===== src/rtl/hex_dec_pkg.sv =====
// Shared widths, FSM encoding and round-robin helper for the hex_dec_arbiter block.
package hex_dec_pkg;

    localparam int unsigned HEX_W   = 8;
    localparam int unsigned DEC_W   = 12;
    localparam int unsigned MAX_REQ = 8;
    localparam int unsigned IDX_W   = 3;

    typedef enum logic {
        ST_IDLE    = 1'b0,
        ST_CONVERT = 1'b1
    } state_e;

    // First set request strictly after ptr, wrapping modulo n; returns ptr if none set.
    function automatic logic [IDX_W-1:0] rr_next_idx(input logic [MAX_REQ-1:0] req,
                                                     input logic [IDX_W-1:0]   ptr,
                                                     input int unsigned        n);
        logic [IDX_W-1:0] idx;
        logic [31:0]      cand;
        idx = ptr;
        // Walk from farthest to nearest so the nearest hit is assigned last.
        for (int unsigned i = n; i >= 1; i--) begin
            cand = (32'(ptr) + i) % n;
            if (req[cand[IDX_W-1:0]]) begin
                idx = cand[IDX_W-1:0];
            end
        end
        return idx;
    endfunction

endpackage


===== src/rtl/hex_dec_rr_pick.sv =====
// Combinational round-robin picker: winner is the first request after the pointer.
module hex_dec_rr_pick
    import hex_dec_pkg::*;
#(
    parameter int unsigned N_REQ = 4
) (
    input  logic [N_REQ-1:0] req_i,
    input  logic [IDX_W-1:0] ptr_i,
    output logic [N_REQ-1:0] winner_o,
    output logic [IDX_W-1:0] idx_o,
    output logic             valid_o
);

    logic [MAX_REQ-1:0] req_ext;

    always_comb begin
        req_ext  = MAX_REQ'(req_i);
        valid_o  = |req_i;
        idx_o    = rr_next_idx(req_ext, ptr_i, N_REQ);
        winner_o = valid_o ? (N_REQ'(1) << idx_o) : '0;
    end

endmodule


===== src/rtl/hex_to_decimal.sv =====
// 8-bit binary to 3-digit BCD converter with a fixed LATENCY-stage output pipeline.
module Hex_To_Decimal
    import hex_dec_pkg::*;
#(
    parameter int unsigned LATENCY = 2
) (
    input  logic             i_Clk,
    input  logic [HEX_W-1:0] i_Hex,
    output logic [DEC_W-1:0] o_Dec
);

    logic [DEC_W-1:0] bcd;
    logic [DEC_W-1:0] pipe [LATENCY];

    // Double dabble: add 3 to any digit >= 5 before each shift.
    always_comb begin
        logic [DEC_W+HEX_W-1:0] s;
        s = {{DEC_W{1'b0}}, i_Hex};
        for (int i = 0; i < HEX_W; i++) begin
            for (int d = 0; d < 3; d++) begin
                if (s[HEX_W + 4*d +: 4] >= 4'd5) begin
                    s[HEX_W + 4*d +: 4] = s[HEX_W + 4*d +: 4] + 4'd3;
                end
            end
            s = s << 1;
        end
        bcd = s[HEX_W +: DEC_W];
    end

    always_ff @(posedge i_Clk) begin
        pipe[0] <= bcd;
        for (int k = 1; k < int'(LATENCY); k++) begin
            pipe[k] <= pipe[k-1];
        end
    end

    assign o_Dec = pipe[LATENCY-1];

endmodule


===== src/rtl/hex_dec_arbiter.sv =====
// Round-robin arbiter sharing one Hex_To_Decimal converter among N_REQ requesters.
// Define HEX_DEC_ARB_STATS_EN to add saturating per-requester grant counters (o_Grant_Count).
module hex_dec_arbiter
    import hex_dec_pkg::*;
#(
    parameter int unsigned N_REQ        = 4,
    parameter int unsigned CONV_LATENCY = 2
) (
    input  logic                   i_Clk,
    input  logic                   i_Reset,
    input  logic [N_REQ-1:0]       i_Req,
    input  logic [HEX_W*N_REQ-1:0] i_Hex,
    output logic [N_REQ-1:0]       o_Grant,
    output logic [N_REQ-1:0]       o_Done,
    output logic [DEC_W-1:0]       o_Dec,
    output logic                   o_Busy
`ifdef HEX_DEC_ARB_STATS_EN
    ,
    output logic [16*N_REQ-1:0]    o_Grant_Count
`endif
);

    localparam int unsigned CNT_W = $clog2(CONV_LATENCY + 1);

    state_e           state;
    logic [IDX_W-1:0] ptr;
    logic [CNT_W-1:0] cnt;
    logic [HEX_W-1:0] operand;
    logic [DEC_W-1:0] conv_dec;

    logic [N_REQ-1:0] pick_onehot;
    logic [IDX_W-1:0] pick_idx;
    logic             pick_valid;
    logic [HEX_W-1:0] pick_hex;

    hex_dec_rr_pick #(
        .N_REQ (N_REQ)
    ) u_pick (
        .req_i    (i_Req),
        .ptr_i    (ptr),
        .winner_o (pick_onehot),
        .idx_o    (pick_idx),
        .valid_o  (pick_valid)
    );

    always_comb begin
        pick_hex = '0;
        for (int k = 0; k < int'(N_REQ); k++) begin
            if (pick_onehot[k]) begin
                pick_hex = i_Hex[HEX_W*k +: HEX_W];
            end
        end
    end

    Hex_To_Decimal #(
        .LATENCY (CONV_LATENCY)
    ) u_conv (
        .i_Clk (i_Clk),
        .i_Hex (operand),
        .o_Dec (conv_dec)
    );

    always_ff @(posedge i_Clk) begin
        if (i_Reset) begin
            state   <= ST_IDLE;
            ptr     <= IDX_W'(N_REQ - 1);
            cnt     <= '0;
            operand <= '0;
            o_Grant <= '0;
            o_Done  <= '0;
            o_Dec   <= '0;
            o_Busy  <= 1'b0;
        end else begin
            o_Grant <= '0;
            o_Done  <= '0;
            unique case (state)
                ST_IDLE: begin
                    if (pick_valid) begin
                        o_Grant <= pick_onehot;
                        operand <= pick_hex;
                        ptr     <= pick_idx;
                        cnt     <= '0;
                        state   <= ST_CONVERT;
                        o_Busy  <= 1'b1;
                    end
                end
                ST_CONVERT: begin
                    cnt <= cnt + 1'b1;
                    if (cnt == CNT_W'(CONV_LATENCY)) begin
                        o_Dec  <= conv_dec;
                        o_Done <= N_REQ'(1) << ptr;
                        state  <= ST_IDLE;
                        o_Busy <= 1'b0;
                    end
                end
                default: state <= ST_IDLE;
            endcase
        end
    end

`ifdef HEX_DEC_ARB_STATS_EN
    always_ff @(posedge i_Clk) begin
        if (i_Reset) begin
            o_Grant_Count <= '0;
        end else begin
            for (int k = 0; k < int'(N_REQ); k++) begin
                if (o_Grant[k] && o_Grant_Count[16*k +: 16] != 16'hFFFF) begin
                    o_Grant_Count[16*k +: 16] <= o_Grant_Count[16*k +: 16] + 16'd1;
                end
            end
        end
    end
`endif

endmodule

===== config.mk =====
export PLATFORM = sky130hd
export DESIGN_NAME = hex_dec_arbiter
export DESIGN_NICKNAME = d
export VERILOG_FILES = /design/src/rtl/hex_dec_pkg.sv /design/src/rtl/hex_dec_rr_pick.sv /design/src/rtl/hex_to_decimal.sv /design/src/rtl/hex_dec_arbiter.sv
export SDC_FILE = /design/constraint.sdc
export NUM_CORES = 1
export LEC_CHECK = 0
export BUFFER_PORTS_ARGS = -buffer_cell sky130_fd_sc_hd__buf_4
export CORE_MARGIN = 8
export CORE_UTILIZATION = 38
export CTS_BUF_LIST = sky130_fd_sc_hd__clkbuf_16
export CTS_CLUSTER_DIAMETER = 120
export CTS_CLUSTER_SIZE = 12
export DETAILED_ROUTE_END_ITERATION = 12
export GPL_ROUTABILITY_DRIVEN = 1
export SLEW_MARGIN = 20
export SYNTH_ARGS = -nofsm -noshare
export SYNTH_HDL_FRONTEND = slang
export SYNTH_SLANG_ARGS = --single-unit
export TNS_END_PERCENT = 30

===== constraint.sdc =====
create_clock -name i_Clk -period 5.81 [get_ports i_Clk]
set_clock_uncertainty 0.05 [all_clocks]
set_input_delay 1.162 -clock i_Clk [delete_from_list [all_inputs] [get_ports i_Clk]]
set_output_delay 1.162 -clock i_Clk [all_outputs]
set_load 0.02 [all_outputs]

==> run metrics <==
WL final 6140 um; CP endpoint kind flop; origin of the critical flop-to-flop path operand[5]; CP Max Fanout 9; Nets 409; synthesized-area fraction occupied by adder cells 4.46%; reg2reg end u_conv.pipe[0][6]; via/cell ratio 5.17; mapped cell area 2800 um2; FP Rows 31; Die Y 102 um; Syn Area/Cell 8.93 um2; drt first pass iters 7; Critical path destination u_conv.pipe[0][6]; Skew-Pair Late Insertion Delay 280 ps; Sink Count 53; P_leak 1.43 nW; reg2reg path depth 20; worst rel slew slack 56.3%; Power Dens Cells 359 nW/um2; post-CTS sizing 0; GR Overflow Total 0; Tightest Hold Check Type flop to flop; Starting DRT DRC Count 181; Req. time, crit path 5930 ps; max-cap violations 0; final worst-path cycle share 84.2%; Area growth syn-to-layout 22.5%; vias 2,384; Hold Violations, Final 0; fin. max-slew vios 0; FILL cells 718; post-synthesis simple-gate area fraction 19.8%; Async S/R FF share, synth 0%; vias in the first global route 2,162; Final GP Congestion 0.863; Synth Register Bits 53; Antenna Nets Post-Route 0; mux cell area share after synthesis 6.21%; Initial Util 38.8%; register area share after synthesis 37.9%; initial antenna violation count 0; critical path launch point operand[5]; layout cells sized above 1 28.7%; design area 3430 um2; first-pass GRT wire length 10,400 um; Cell variety after synth 65; H-tree depth 2; clock period minus worst slack 4890 ps; Synth top area share 37.9%; setup bufs post-CTS 0; Yosys warning count 0; cts hold-fix bufs 0; Least-Margin Pin Slew 655 ps; Synth Flop Type dfxtp_1; Post-DP HPWL 4810 um; Core Box Area 7210 um2; GRT Total Usage 12.4%; final setup fails 0; post-synth top area cell dfxtp_1; largest family of logic cells by synthesized area compound AO/OA/AOI/OAI gates; XOR/XNOR Fraction of Synth Area 1.52%; TritonCTS buffer count 5; IO Pins 59; post-synthesis compound-gate area fraction 24.9%; Die Area 10,400 um2; Post-synth EDFFs 0; post-DR wirelength/cell 13.3 um; IO buf count 56; CP Class flop to flop; arrival time worst endpoint 5010 ps; peak supply drop 0.147 mV; largest net degree at the start of global routing 32; CTS clk-pin slew, worst paths 70 ps; CTS tree built; Area contributors post-synth dfxtp_1 (38%), nand2_1 (4.6%), nor2_1 (4.6%), ha_1 (4.5%), mux2_2 (3.6%); post-placement cell area 3260 um2; Sum Neg Setup Slack 0 ps; post-synthesis cell count 314; RSZ-0062 raised after global routing no; Die Wd 102 um; drc violations 0; Achievable Freq 204 MHz; CTS root buffer clkbuf_16; outcome finished, final reports clean; R2R Setup Slk 920 ps; worst-case clock buffer depth 2; Worst setup SP type flop; diode count 0
==> area by class of cell <==
class / count / area, um2 / share of cell area (%)
Clock inverter: 3 / 42.5 / 1.24
Tap cell: 99 / 124 / 3.61
Timing Repair Buffer: 57 / 428 / 12.5
Inverter: 12 / 45.0 / 1.31
Clock buffer: 5 / 125 / 3.64
Sequential cell: 53 / 1060 / 30.9
Multi-Input combinational cell: 232 / 1610 / 46.8
==> flip-flops by register name, summed over array words and instances (netlist names) <==
name	flops
u_conv.pipe	20
o_Dec	10
operand	8
o_Done	4
o_Grant	4
ptr	3
cnt	2
o_Busy	1
state	1
==> cell families after synthesis <==
logic type / after synthesis
other cells: 1
fa+ha+maj: 10
simple gates: 113
xor+xnor: 4
buf+inv: 30
mux: 15
flops: 53
compound gates: 88
==> stage by stage <==
step | total power [mW] | std cells | utilization, % | worst slack (ps) | hold WS [ps]
finish | 1.23 | 461 | 47.6 | 917 | 276
global route | 1.32 | 461 | 47.6 | 500 | 279
CTS | 1.24 | 461 | 47.5 | 939 | 278
detailed placement | 0.917 | 453 | 45.2 | 980 | 263
global placement | 0.912 | 453 | 45.2 | 1070 | 261
floorplan | 0.835 | 315 | - | 1450 | 260
==> layer usage <==
metal / track usage [%] / vias to the layer above / wire [um]
met5: 0 / - / 0
met4: 4.06 / 0 / 77
met3: 2.38 / 5 / 269
met2: 20.6 / 47 / 3000
met1: 15.6 / 1099 / 2790
li1: - / 1233 / -
==> worst min-delay path by stage <==
stage	slack, ps	end	cells after the start	start
6_report	280	u_conv.pipe[1][2]	0	u_conv.pipe[0][2]
5_1_grt	280	u_conv.pipe[1][2]	0	u_conv.pipe[0][2]
4_1_cts	280	u_conv.pipe[1][3]	0	u_conv.pipe[0][3]
3_5_place_dp	260	u_conv.pipe[1][7]	0	u_conv.pipe[0][7]
3_3_place_gp	260	u_conv.pipe[1][2]	0	u_conv.pipe[0][2]
2_1_floorplan	260	u_conv.pipe[1][0]	0	u_conv.pipe[0][0]
==> placed cells by master (no fill, tap or decap), types with 3 or more instances in the layout <==
master,count
xnor2_1,3
dfxtp_1,53
and3_1,4
mux2i_1,5
ha_1,10
o21ai_1,3
nor3b_1,3
a211o_1,4
buf_4,57
clkbuf_16,5
a222oi_1,8
a31oi_1,4
o21ai_0,4
inv_1,13
mux2_2,9
and2_1,3
a21o_1,4
nor2_1,33
a21oi_1,19
o21ai_2,3
o22ai_1,3
nor3_1,6
nand3_1,4
a211oi_1,8
a21oi_2,4
nor4_1,3
a211oi_2,3
or2_2,3
nand2_1,34
nor2b_1,4
==> worst max-delay path, cell delays in order, from the launching register on <==
cell      delay [ps]
dfxtp_1          420
inv_1            150
ha_1             220
inv_1             50
ha_1             350
a21oi_2          120
xnor2_1          270
ha_1             380
and2b_4          230
or3_4            130
a31oi_4           90
or2_2            350
ha_1             190
nand2b_2         190
a221o_1          330
a21o_1           180
a211oi_2         280
o32ai_1          160
xnor2_2          260
a21boi_0         270
o21ai_1           90
==> report_power, final <==
group | internal (mW) | switching (mW) | total [mW]
clock | 0.202 | 0.121 | 0.324
sequential | 0.431 | 0.0281 | 0.459
combinational | 0.203 | 0.247 | 0.450
total | 0.836 | 0.397 | 1.23
==> cells in the mapped netlist, types with 4 or more instances <==
| cell | number |
|---|---|
| nand3_1 | 4 |
| nor2_1 | 34 |
| inv_1 | 12 |
| o21ai_0 | 4 |
| ha_1 | 10 |
| mux2_2 | 9 |
| a31oi_1 | 4 |
| clkbuf_1 | 13 |
| mux2i_1 | 5 |
| nand2_1 | 34 |
| a21oi_1 | 20 |
| a21o_1 | 4 |
| a211o_1 | 4 |
| a222oi_1 | 8 |
| a211oi_1 | 8 |
| nor3_1 | 6 |
| dfxtp_1 | 53 |
| and3_1 | 4 |
| nor2b_1 | 4 |
(Power assumes the default switching activity.)
